## config.mk

```make
export PLATFORM = sky130hd
export DESIGN_NAME = stopwatch_ctrl
export DESIGN_NICKNAME = d
export VERILOG_FILES = /design/src/rtl/stopwatch_pkg.sv /design/src/rtl/bcd_digit_counter.sv /design/src/rtl/stopwatch_ctrl.sv
export SDC_FILE = /design/constraint.sdc
export NUM_CORES = 1
export LEC_CHECK = 0
export ABC_AREA = 1
export ABC_CLOCK_PERIOD_IN_PS = 6100
export BUFFER_PORTS_ARGS = -buffer_cell sky130_fd_sc_hd__buf_2
export CORE_MARGIN = 5
export CORE_UTILIZATION = 30
export CTS_BUF_LIST = sky130_fd_sc_hd__clkbuf_8
export DETAILED_ROUTE_END_ITERATION = 6
export PLACE_DENSITY_LB_ADDON = 0.25
export RECOVER_POWER = 100
export SYNTH_ARGS = -nofsm -noshare
export SYNTH_HDL_FRONTEND = slang
export SYNTH_HIERARCHICAL = 1
export SYNTH_SLANG_ARGS = --single-unit
```

## constraint.sdc

```tcl
create_clock -name clock -period 6.1 [get_ports clock]
set_input_delay 1.22 -clock clock [delete_from_list [all_inputs] [get_ports clock]]
set_output_delay 1.22 -clock clock [all_outputs]
set_load 0.02 [all_outputs]
```

## src/rtl/stopwatch_pkg.sv

```systemverilog
// Shared types and constants for the stopwatch controller.
//   state_t     : controller state encoding
//   bcd_time_t  : MM:SS.t as five packed BCD digits
//   DIGIT_W     : width of one BCD digit
//   LIM_*       : per-digit wrap limits
package stopwatch_pkg;

    localparam int unsigned DIGIT_W = 4;
    localparam int unsigned LIM_T   = 9;
    localparam int unsigned LIM_S1  = 9;
    localparam int unsigned LIM_S10 = 5;

    typedef enum logic [1:0] {
        ST_IDLE  = 2'd0,
        ST_RUN   = 2'd1,
        ST_LAP   = 2'd2,
        ST_PAUSE = 2'd3
    } state_t;

    typedef struct packed {
        logic [DIGIT_W-1:0] m10;
        logic [DIGIT_W-1:0] m1;
        logic [DIGIT_W-1:0] s10;
        logic [DIGIT_W-1:0] s1;
        logic [DIGIT_W-1:0] t;
    } bcd_time_t;

endpackage

```

## src/rtl/bcd_digit_counter.sv

```systemverilog
// Single BCD digit counter with wrap limit.
//   clock, reset_n : clock, async active-low reset
//   en             : count one step this cycle
//   clr            : synchronous zero, wins over en
//   q              : current digit
//   carry_c        : combinational, high when en and the digit wraps
module bcd_digit_counter
    import stopwatch_pkg::*;
#(
    parameter int unsigned LIMIT = 9
) (
    input  logic               clock,
    input  logic               reset_n,
    input  logic               en,
    input  logic               clr,
    output logic [DIGIT_W-1:0] q,
    output logic               carry_c
);

    localparam logic [DIGIT_W-1:0] LIM = DIGIT_W'(LIMIT);

    assign carry_c = en && (q == LIM);

    // Digit register
    always_ff @(posedge clock or negedge reset_n) begin
        if (!reset_n) begin
            q <= '0;
        end else if (clr) begin
            q <= '0;
        end else if (en) begin
            q <= (q == LIM) ? '0 : q + DIGIT_W'(1);
        end
    end

endmodule

```

## src/rtl/stopwatch_ctrl.sv

```systemverilog
// Run/pause/lap/clear controller holding MM:SS.t as BCD digits.
//   clock, reset_n    : clock, async active-low reset
//   tick              : 100 ms pulse from the divider
//   btn_start_stop,
//   btn_lap, btn_clear: debounced one-cycle button pulses
//   div_clear         : combinational divider phase restart (IDLE -> RUN)
//   disp_*            : displayed digits (lap register in LAP, else count)
//   running, lap_hold : state flags
//   rollover          : one-cycle pulse after wrap from MIN_MAX:59.9
module stopwatch_ctrl
    import stopwatch_pkg::*;
#(
    parameter int unsigned MIN_MAX = 59
) (
    input  logic               clock,
    input  logic               reset_n,
    input  logic               tick,
    input  logic               btn_start_stop,
    input  logic               btn_lap,
    input  logic               btn_clear,
    output logic               div_clear,
    output logic [DIGIT_W-1:0] disp_m10,
    output logic [DIGIT_W-1:0] disp_m1,
    output logic [DIGIT_W-1:0] disp_s10,
    output logic [DIGIT_W-1:0] disp_s1,
    output logic [DIGIT_W-1:0] disp_t,
    output logic               running,
    output logic               lap_hold,
    output logic               rollover
);

    localparam logic [DIGIT_W-1:0] MAX_M10 = DIGIT_W'(MIN_MAX / 10);
    localparam logic [DIGIT_W-1:0] MAX_M1  = DIGIT_W'(MIN_MAX % 10);

    state_t    state_q, state_d;
    bcd_time_t count, lap_q, shown;
    logic      inc_c, cnt_clr_c, lap_load_c, at_max_c, wrap_c, digit_clr_c;
    logic      c_t, c_s1, c_s10, c_m1, m10_carry_unused;

    // State register
    always_ff @(posedge clock or negedge reset_n) begin
        if (!reset_n) state_q <= ST_IDLE;
        else          state_q <= state_d;
    end

    // Next-state logic; start_stop beats lap, clear beats start_stop
    always_comb begin
        state_d = state_q;
        unique case (state_q)
            ST_IDLE:  if (btn_start_stop) state_d = ST_RUN;
            ST_RUN:   if (btn_start_stop) state_d = ST_PAUSE;
                      else if (btn_lap)   state_d = ST_LAP;
            ST_LAP:   if (btn_start_stop) state_d = ST_PAUSE;
                      else if (btn_lap)   state_d = ST_RUN;
            ST_PAUSE: if (btn_clear)      state_d = ST_IDLE;
                      else if (btn_start_stop) state_d = ST_RUN;
            default:  state_d = ST_IDLE;
        endcase
    end

    // Per-cycle control strobes decoded from the current state
    always_comb begin
        div_clear  = 1'b0;
        inc_c      = 1'b0;
        cnt_clr_c  = 1'b0;
        lap_load_c = 1'b0;
        unique case (state_q)
            ST_IDLE:  div_clear  = btn_start_stop;
            ST_RUN:   begin
                inc_c      = tick;
                lap_load_c = btn_lap && !btn_start_stop;
            end
            ST_LAP:   inc_c      = tick;
            ST_PAUSE: cnt_clr_c  = btn_clear;
            default:  ;
        endcase
    end

    // Wrap at MIN_MAX:59.9 is a synchronous clear of the whole chain
    assign at_max_c    = (count.m10 == MAX_M10) && (count.m1 == MAX_M1) &&
                         (count.s10 == DIGIT_W'(LIM_S10)) &&
                         (count.s1 == DIGIT_W'(LIM_S1)) &&
                         (count.t == DIGIT_W'(LIM_T));
    assign wrap_c      = inc_c && at_max_c;
    assign digit_clr_c = cnt_clr_c || wrap_c;

    bcd_digit_counter #(.LIMIT(LIM_T)) u_t (
        .clock(clock), .reset_n(reset_n), .en(inc_c), .clr(digit_clr_c),
        .q(count.t), .carry_c(c_t)
    );
    bcd_digit_counter #(.LIMIT(LIM_S1)) u_s1 (
        .clock(clock), .reset_n(reset_n), .en(c_t), .clr(digit_clr_c),
        .q(count.s1), .carry_c(c_s1)
    );
    bcd_digit_counter #(.LIMIT(LIM_S10)) u_s10 (
        .clock(clock), .reset_n(reset_n), .en(c_s1), .clr(digit_clr_c),
        .q(count.s10), .carry_c(c_s10)
    );
    // Minutes run as a plain 00..99 BCD pair; the MIN_MAX bound comes from wrap_c
    bcd_digit_counter #(.LIMIT(9)) u_m1 (
        .clock(clock), .reset_n(reset_n), .en(c_s10), .clr(digit_clr_c),
        .q(count.m1), .carry_c(c_m1)
    );
    bcd_digit_counter #(.LIMIT(9)) u_m10 (
        .clock(clock), .reset_n(reset_n), .en(c_m1), .clr(digit_clr_c),
        .q(count.m10), .carry_c(m10_carry_unused)
    );

    // Status flags, rollover pulse and lap register
    always_ff @(posedge clock or negedge reset_n) begin
        if (!reset_n) begin
            running  <= 1'b0;
            lap_hold <= 1'b0;
            rollover <= 1'b0;
            lap_q    <= '0;
        end else begin
            running  <= (state_d == ST_RUN) || (state_d == ST_LAP);
            lap_hold <= (state_d == ST_LAP);
            rollover <= wrap_c;
            if (lap_load_c) lap_q <= count;
        end
    end

    // Display mux
    assign shown    = lap_hold ? lap_q : count;
    assign disp_m10 = shown.m10;
    assign disp_m1  = shown.m1;
    assign disp_s10 = shown.s10;
    assign disp_s1  = shown.s1;
    assign disp_t   = shown.t;

endmodule

```

---- After elaboration in Yosys (flattened, before gate mapping) ----
Cells that the tools add are included.
word-level totals
  word-level logic and storage cells ...... 77
  bits of input ports ..................... 6
  output and inout port bits .............. 24
  bits in registers ....................... 45
cells by class
  add/sub/neg operators ................... 5
  muxes and demuxes ....................... 27
  equal/unequal tests ..................... 11
  reductions and logical operators ........ 20
operator list
  operator             number
  $mux 4               15
  $add 4x1->4 const B  5
  $mux 20              1
  $eq 4x4->1 const B   4
  $mux 2               6
  $logic_and 1x1->1    10
  $reduce_bool 2->1    5
  $eq 4x3->1 const B   2
  $pmux 2 s4           1
  $eq 2x2->1 const B   3
  $eq 2x1->1 const B   2
  $mux 1               4
  $logic_not 2->1      1
  $logic_or 1x1->1     2
  $reduce_or 2->1      1
  $logic_not 1->1      1

---- Longest topological paths before layout ----
Gate-level depths: netlist of run 1.
  depth in word-level cells ............... 9
  mapped depth ............................ 18
  gate-level depth less buffers ........... 18

---- Modules after synthesis ----
Netlist of run 1, hierarchy kept.
modules (own cells, without submodules)
  module                        cells each  sequential area each (um2)  area an instance (um2)  instances
  stopwatch_ctrl                193         625.6                       1,555.2                 1
  bcd_digit_counter (u_m1 ...)  40          100.1                       265.3                   4
  bcd_digit_counter (u_s10)     40          100.1                       262.8                   1

---- Least setup slack after synthesis of run 1 ----
OpenSTA, ideal clock, no wires.
  kind .................................... input-to-output
  from .................................... input btn_start_stop
  to ...................................... output div_clear
  path buffers ............................ 0
  data required time ...................... 4.880 ns
  arrival time ............................ 1.386 ns
  cell stages on the path ................. 2
  setup slack ............................. 3.494 ns
  cells stage by stage .................... nand2_1 -> inv_1
between the ends
  cells in the longest elaborated chain, start to end .. 1
ends and longest elaborated chain
  what                RTL line              source
  start: declaration  stopwatch_ctrl.sv:18  input logic btn_start_stop,
  $mux 1              stopwatch_ctrl.sv:67  unique case (state_q)
  end: declaration    stopwatch_ctrl.sv:21  output logic div_clear,
Every way passes these cells.

==> flow_metrics.tcl, run 1 <==
set metrics [dict create \
    status "complete, but fails checks" \
    violations "max-capacitance violations, max-slew violations" \
    relSlewSlack_pct -68.1 \
    crit_fanout 45 \
    crit_type "in -> async" \
    grt_max_degree 46 \
    final_util_pct 33.1 \
    initial_core_util_pct 31.0 \
    root_buffer "clkbuf_8" \
    highest_layer "met4" \
    finClkSkew_ns 0.00537 \
    cts_resized 0 \
    final-setup-viol-count 0 \
    vias 2313 \
    peakVddDrop_mv 0.131 \
    final_common_cell "nand2_1" \
    cts_made_buffers 5 \
    dr.pass1.iters 4 \
    min_period_ns 3.13 \
    max_stage_delay_ns 1.76 \
    start_kind "input pin" \
    dr.first_iter.drc_count 109 \
    clk_pin_slew_worst_paths_ns 0.08 \
    rows 35 \
    clk_latency_ns 0.29 \
    antenna_found_initial 0 \
    worstHoldPathType "reg -> reg" \
    portBuffers 29 \
    postCtsSetupBuffers 0 \
    remaining_drc_errors 0 \
    setup_slack_ns 2.97 \
    fp.dieH_um 108 \
    globalRouteTotalUtil_pct 10.4 \
    grt_pass1_wl_mm 10.1 \
    grt_pass1_vias 2207 \
    postSynthAreaPerCell_sq_um 7.33 \
    critPathRequiredTime_ns 5.98 \
    max_freq_mhz 320 \
    crit_family "buffers and inverters" \
    fin_area_sq_um 3080 \
    powerDensity_nw_per_um2 327 \
    clock_sink_count 45 \
    route.met3.wl_um 193 \
    totalWireLength_mm 5.60 \
    area_delta_synth_final_pct 7.01 \
    ant_nets 0 \
    rrSetupSlack_ns 3.33 \
    slowest_stage "clkbuf_1" \
    netlist_area_sq_um 2880 \
    clock_path_buffers 2 \
    cp.arrival_ns 3.00 \
    ys_warn_count 6 \
    slew_viol_final 87 \
    p_leak_nw 1.50 \
    dieWidth_um 108 \
    rsz0062_at_grt "false" \
    coreArea_sq_um 9280 \
    cts_tree "done" \
    htreeDepth 2 \
    antenna_cells 0 \
    wl_per_cell_um 10.2 \
    final_hold_viol_count 0 \
    layout_common_cells "nand2_1 (122), inv_1 (73), dfrtp_1 (45), o21ai_0 (41), nor2_1 (27)" \
    tns_ns 0 \
    worstPathCellList "clkbuf_1" \
    dieArea_sq_um 11600 \
    worst_pin_slew_ns 2.52 \
    cp-end-kind "async pin" \
    drv_cap 2 \
    fin_nets 442 \
    fillCellCount 1054 \
    m1WireLength_mm 2.91 \
    syn_inst 392 \
    grt-ovfl-total 0 \
    postPlaceCellArea_sq_um 3120 \
    drive_above_1_share_pct 9.07 \
    io_pins 30 \
    crit_buf_inv 1 \
    post-place-ws_ns 3.28 \
    fin_crit_sh_pct 51.2 \
    wl_met2_mm 2.43 \
    routabilityCongestion 0.795 \
    vias_per_cell 4.22 \
    syn-num-nets 414 \
    hpwl_mm 4.05 \
    hold_buffers 0 \
]
-- registers in the layout, indices dropped and copies added (netlist names) --
signal    cells
lap_hold      1
lap_q        20
rollover      1
running       1
state_q       2
u_m1/q        4
u_m10/q       4
u_s1/q        4
u_s10/q       4
u_t/q         4
-- power breakdown --
part           switching (mW)  leakage (nW)  internal [mW]  total [mW]
Sequential              0.108         0.609          0.361       0.469
Combinational           0.245         0.854          0.121       0.366
Clock                  0.0967        0.0399         0.0756       0.172
-- final timing paths --
check | startpoint | endpoint | cells after the start
setup / recovery | reset_n | lap_q[2] | 1
hold / removal | lap_q[7] | lap_q[7] | 2
setup reg to reg | state_q[1] | lap_q[6] | 4
hold reg to reg | lap_q[7] | lap_q[7] | 2
max in group clock | btn_lap | lap_q[6] | 3
min in group asynchronous | reset_n | lap_q[14] | 1
-- layer usage --
| layer | vias to the layer above | track usage, % |
|---|---|---|
| li1 | 1243 | - |
| met5 | - | 0 |
| met3 | 6 | 2.22 |
| met1 | 1033 | 14.3 |
| met4 | 0 | 3.52 |
| met2 | 31 | 16.3 |
-- final cells by class --
type	instances	area (sq um)	area share, %
clock buffers	5	68.8	2.24
clock inverters	1	5.00	0.163
inverters	74	278	9.03
multi-input cells	265	1330	43.1
flip-flops and latches	45	1130	36.6
well taps	129	161	5.25
repair buffers	29	113	3.66
-- metrics by stage --
stage | total power, mW | hold slack [ns] | instances
after CTS | 1.06 | 0.495 | 548
after global placement | 0.878 | 0.470 | 542
after global routing | 1.11 | 0.517 | 548
after floorplan | 0.773 | 0.461 | 392
after detailed placement | 0.885 | 0.473 | 542
final | 1.01 | 0.499 | 548
(Power assumes the default switching activity.)
==> inputs of run 2 (changes only) <==
--- a/config.mk
+++ b/config.mk
@@ -6,7 +6,7 @@
 export NUM_CORES = 1
 export LEC_CHECK = 0
 export ABC_AREA = 1
-export ABC_CLOCK_PERIOD_IN_PS = 6100
+export ABC_CLOCK_PERIOD_IN_PS = 3010
 export BUFFER_PORTS_ARGS = -buffer_cell sky130_fd_sc_hd__buf_2
 export CORE_MARGIN = 5
 export CORE_UTILIZATION = 30
==> constraint.sdc (replaced) <==
create_clock -name clock -period 3.01 [get_ports clock]
set_input_delay 0.602 -clock clock [delete_from_list [all_inputs] [get_ports clock]]
set_output_delay 0.602 -clock clock [all_outputs]
set_load 0.02 [all_outputs]
==> flow_metrics.tcl, run 2 (same netlist as run 1, synthesis figures left out) <==
set metrics [dict create \
    status "complete, no violations" \
    start_kind "flop" \
    tns_ns 0 \
    largest_reg_flops 20 \
    hpwl_mm 4.19 \
    grt-ovfl-total 0 \
    p_comb_share_pct 38.0 \
    switchingPower_mw 0.946 \
    globalRouteTotalUtil_pct 10.7 \
    htreeDepth 2 \
    pwr-share-clk_pct 21.4 \
    fin_crit_sh_pct 77.3 \
    intPower_mw 1.23 \
    vias_per_cell 4.26 \
    cts_made_buffers 5 \
    area_delta_synth_final_pct 9.36 \
    clk_latency_ns 0.30 \
    fin_nets 444 \
    final-setup-viol-count 0 \
    slew_viol_final 0 \
    worstHoldPathType "in -> async" \
    cts_tree "done" \
    postCtsSetupBuffers 0 \
    worst_r2r_startpoint "state_q[1]" \
    cp.arrival_ns 1.73 \
    rows 35 \
    max_freq_mhz 430 \
    clk_pin_slew_worst_paths_ns 0.09 \
    rsz0062_at_grt "false" \
    hold_buffers 0 \
    clock_sink_count 45 \
    reg2reg_to "u_m10/q[2]" \
    dieArea_sq_um 11600 \
    coreArea_sq_um 9280 \
    totalWireLength_mm 5.79 \
    drive_above_1_share_pct 10.4 \
    final_hold_viol_count 0 \
    powerDensity_nw_per_um2 692 \
    min_period_ns 2.33 \
    drv_cap 0 \
    p_sw_share_pct 43.4 \
    sequentialPowerShare_pct 40.6 \
    cp-end-kind "output pin" \
    ant_nets 0 \
    fillCellCount 1015 \
    p_leak_nw 1.55 \
    initial_core_util_pct 31.0 \
    rr_worst_depth 18 \
    vias 2351 \
    clock_path_buffers 2 \
    worst_pin_slew_ns 0.972 \
    finClkSkew_ns 0.00949 \
    portBuffers 29 \
    crit_type "reg -> out" \
    remaining_drc_errors 0 \
    placed_cells 544 \
    dieWidth_um 108 \
    relSlewSlack_pct 35.2 \
    antenna_cells 0 \
    layout_common_cells "nand2_1 (132), inv_1 (74), dfrtp_1 (45), o21ai_0 (31), nor2_1 (27)" \
    dr.first_iter.drc_count 87 \
    wl_per_cell_um 10.5 \
    top_register "lap_q" \
    root_buffer "clkbuf_8" \
    fp.dieH_um 108 \
    antenna_found_initial 0 \
    dr.pass1.iters 4 \
    io_pins 30 \
    crit_fanout 41 \
    grt_pass1_vias 2259 \
    peakVddDrop_mv 0.260 \
    rrSetupSlack_ns 0.73 \
    finalNonFillerCells 552 \
    cts_resized 0 \
    final_common_cell "nand2_1" \
    grt_max_degree 42 \
    grt_pass1_wl_mm 10.3 \
    routabilityCongestion 0.782 \
    critPathRequiredTime_ns 2.41 \
]
-- run 2: cell types whose count changed in the layout (fill, tap and decap cells not counted), sizes merged --
| cell | change |
|---|---|
| buf | +2 |
| bufinv | +1 |
| inv | +1 |
-- run 2: how the worst max path moves through the flow --
stage,from,to,slack [ns]
5_1_grt,state_q[1],u_m10/q[0],0.41
3_3_place_gp,state_q[1],u_m10/q[2],0.84
2_1_floorplan,state_q[1],u_m10/q[2],1.02
3_5_place_dp,state_q[1],u_m10/q[2],0.76
4_1_cts,state_q[1],u_m10/q[2],0.74
6_report,lap_hold,disp_t[0],0.68
-- run 2: final cells by class --
type                    count  area, sq um  share of cell area, %
clock buffers               5         68.8                   2.19
multi-input cells         265         1340                   42.7
repair buffers             31          125                   3.98
inverters                  74          278                   8.83
flip-flops and latches     45         1130                   35.8
clock inverters             3         42.5                   1.35
well taps                 129          161                   5.13
-- run 2: through the flow --
stage	utilization [%]	total power, mW	hold slack, ns	setup slack [ns]	instance area [sq um]
after floorplan	-	1.57	0.306	1.02	2880
after global placement	33.8	1.80	0.470	0.844	3130
after detailed placement	33.8	1.81	0.473	0.764	3130
after CTS	35.0	2.29	0.161	0.737	3250
after global routing	33.9	2.38	0.345	0.408	3140
final	33.9	2.18	0.297	0.682	3140
-- run 2: routing by layer --
layer	wire length, um	track usage (%)	vias to the layer above
met2	2600	17.6	45
met5	0	0	-
met3	214	1.86	4
li1	-	-	1255
met1	2930	14.4	1047
met4	42	2.98	0
-- run 2: critical path, stage by stage, from the launching register on --
cell,delay (ns)
dfrtp_1,0.36
clkbuf_2,0.43
o21ai_0,0.37
clkbuf_1,0.27
-- run 2: power groups by stage --
stage	combinational, mW	sequential, mW	clock, mW
4_1_cts	0.912	0.890	0.491
3_5_place_dp	0.910	0.902	0
5_1_grt	0.962	0.909	0.505
6_report	0.828	0.884	0.465
2_1_floorplan	0.685	0.881	0
3_3_place_gp	0.900	0.895	0
==> inputs of run 3 (changes only) <==
--- a/config.mk
+++ b/config.mk
@@ -6,7 +6,7 @@
 export NUM_CORES = 1
 export LEC_CHECK = 0
 export ABC_AREA = 1
-export ABC_CLOCK_PERIOD_IN_PS = 3010
+export ABC_CLOCK_PERIOD_IN_PS = 2100
 export BUFFER_PORTS_ARGS = -buffer_cell sky130_fd_sc_hd__buf_2
 export CORE_MARGIN = 5
 export CORE_UTILIZATION = 30
==> constraint.sdc (replaced) <==
create_clock -name clock -period 2.1 [get_ports clock]
set_input_delay 0.42 -clock clock [delete_from_list [all_inputs] [get_ports clock]]
set_output_delay 0.42 -clock clock [all_outputs]
set_load 0.02 [all_outputs]
==> flow_metrics.tcl, run 3 (same netlist as run 1, synthesis figures left out) <==
set metrics [dict create \
    rsz0062_at_grt "false" \
    wl_per_cell_um 10.3 \
    final_common_cell "nand2_1" \
    grt_pass1_vias 2366 \
    post-place-ws_ns -0.0533 \
    status "complete, no violations" \
    clock_path_buffers 2 \
    fillCellCount 1013 \
    antenna_cells 0 \
    fin_nets 458 \
    worst_r2r_startpoint "state_q[0]" \
    final_hold_viol_count 0 \
    max_freq_mhz 518 \
    htreeDepth 2 \
    finClkSkew_ns 0.00671 \
    drive_above_1_share_pct 16.2 \
    io_pins 30 \
    powerDensity_nw_per_um2 1010 \
    routabilityCongestion 0.786 \
    grt-ovfl-total 0 \
    fp.dieH_um 108 \
    cp.arrival_ns 2.11 \
    cts_made_buffers 5 \
    globalRouteTotalUtil_pct 10.7 \
    dr.first_iter.drc_count 104 \
    critPathRequiredTime_ns 2.28 \
    worst_pin_slew_ns 1.17 \
    peakVddDrop_mv 0.393 \
    slew_viol_final 0 \
    crit_type "reg -> reg" \
    remaining_drc_errors 0 \
    area_delta_synth_final_pct 14.8 \
    worstHoldPathType "in -> async" \
    seq_area_sq_um 1130 \
    final-setup-viol-count 0 \
    p_leak_nw 1.64 \
    placed_cells 557 \
    top_register "lap_q" \
    largest_reg_flops 20 \
    dieWidth_um 108 \
    startpoint "state_q[0]" \
    grt_pass1_wl_mm 10.4 \
    totalWireLength_mm 5.85 \
    grt_max_degree 46 \
    cp-end-kind "flop" \
    root_buffer "clkbuf_8" \
    drv_cap 0 \
    clk_latency_ns 0.30 \
    ant_nets 0 \
    dieArea_sq_um 11600 \
    dr.pass1.iters 4 \
    rrSetupSlack_ns 0.17 \
    vias 2419 \
    relSlewSlack_pct 22.3 \
    hpwl_mm 4.27 \
    clk_pin_slew_worst_paths_ns 0.09 \
    coreArea_sq_um 9280 \
    multi_input_area_sq_um 1390 \
    antenna_found_initial 0 \
    cts_tree "done" \
    layout_common_cells "nand2_1 (134), inv_1 (70), dfrtp_1 (45), o21ai_0 (24), nor2_1 (24)" \
    rows 35 \
    initial_core_util_pct 31.0 \
    fin_crit_sh_pct 92.0 \
    crit_fanout 24 \
    portBuffers 29 \
    min_period_ns 1.93 \
    vias_per_cell 4.27 \
    clock_sink_count 45 \
    setup_slack_ns 0.169 \
    power.total_mw 3.33 \
    start_kind "flop" \
    tns_ns 0 \
    finalNonFillerCells 566 \
]
-- run 3: cell count changes in the layout (fill, tap and decap cells not counted), sizes merged --
cell | before | now
clkinv | 1 | 0
clkbuf | 31 | 33
buf | 5 | 18
-- run 3: what timing repair did --
item / CTS / global route
cloned: 0 / 0
setup endpoints to repair: 4 / 12
hold buffers: 0 / 0
resized for setup: 3 / 10
pin swaps: 0 / 4
hold endpoints to repair: 0 / 0
buffers inserted: 1 / 0
-- run 3: final timing paths --
| check | end | cells after the start |
|---|---|---|
| worst max-delay path | lap_q[17] | 7 |
| worst min-delay path | lap_q[13] | 2 |
| worst max register to register | lap_q[17] | 7 |
| worst min register to register | lap_q[19] | 2 |
| max in group asynchronous | u_m10/q[3] | 2 |
| min in group clock | state_q[0] | 3 |
-- run 3: area by class of cell --
cell class | instances | share of cell area (%)
inverter | 74 | 8.41
sequential | 45 | 34.1
multi-input combinational | 265 | 42.0
clock buffer | 6 | 2.50
timing repair buffer | 45 | 7.09
clock inverter | 2 | 1.02
tap | 129 | 4.89
-- run 3: critical path, stage by stage (launching register included) --
cell	delay [ns]
dfrtp_1	0.36
clkbuf_4	0.13
clkbuf_4	0.12
ha_1	0.22
nand3_2	0.40
buf_4	0.40
nand2_1	0.11
o21ai_2	0.05
-- run 3: report_power, final --
part	internal, mW	total, mW	leakage (nW)	switching, mW
combinational	0.499	1.45	0.967	0.952
clock	0.383	0.682	0.0626	0.298
sequential	1.05	1.19	0.609	0.145
total	1.93	3.33	1.64	1.40
-- run 3: routing by layer --
layer / vias up / share of wire, % / global-route usage, %
met3: 6 / 3.3 / 2.10
li1: 1290 / - / -
met1: 1092 / 50 / 13.7
met5: - / 0 / 0
met2: 31 / 46 / 17.9
met4: 0 / 1.0 / 3.97
-- run 3: stage by stage --
stage	util [%]	cell area [sq um]	hold slack, ns
floorplan	-	2880	0.124
global route	35.6	3300	0.501
detailed placement	34.9	3240	0.473
finish	35.6	3300	0.410
global placement	34.9	3240	0.469
CTS	36.4	3380	0.226
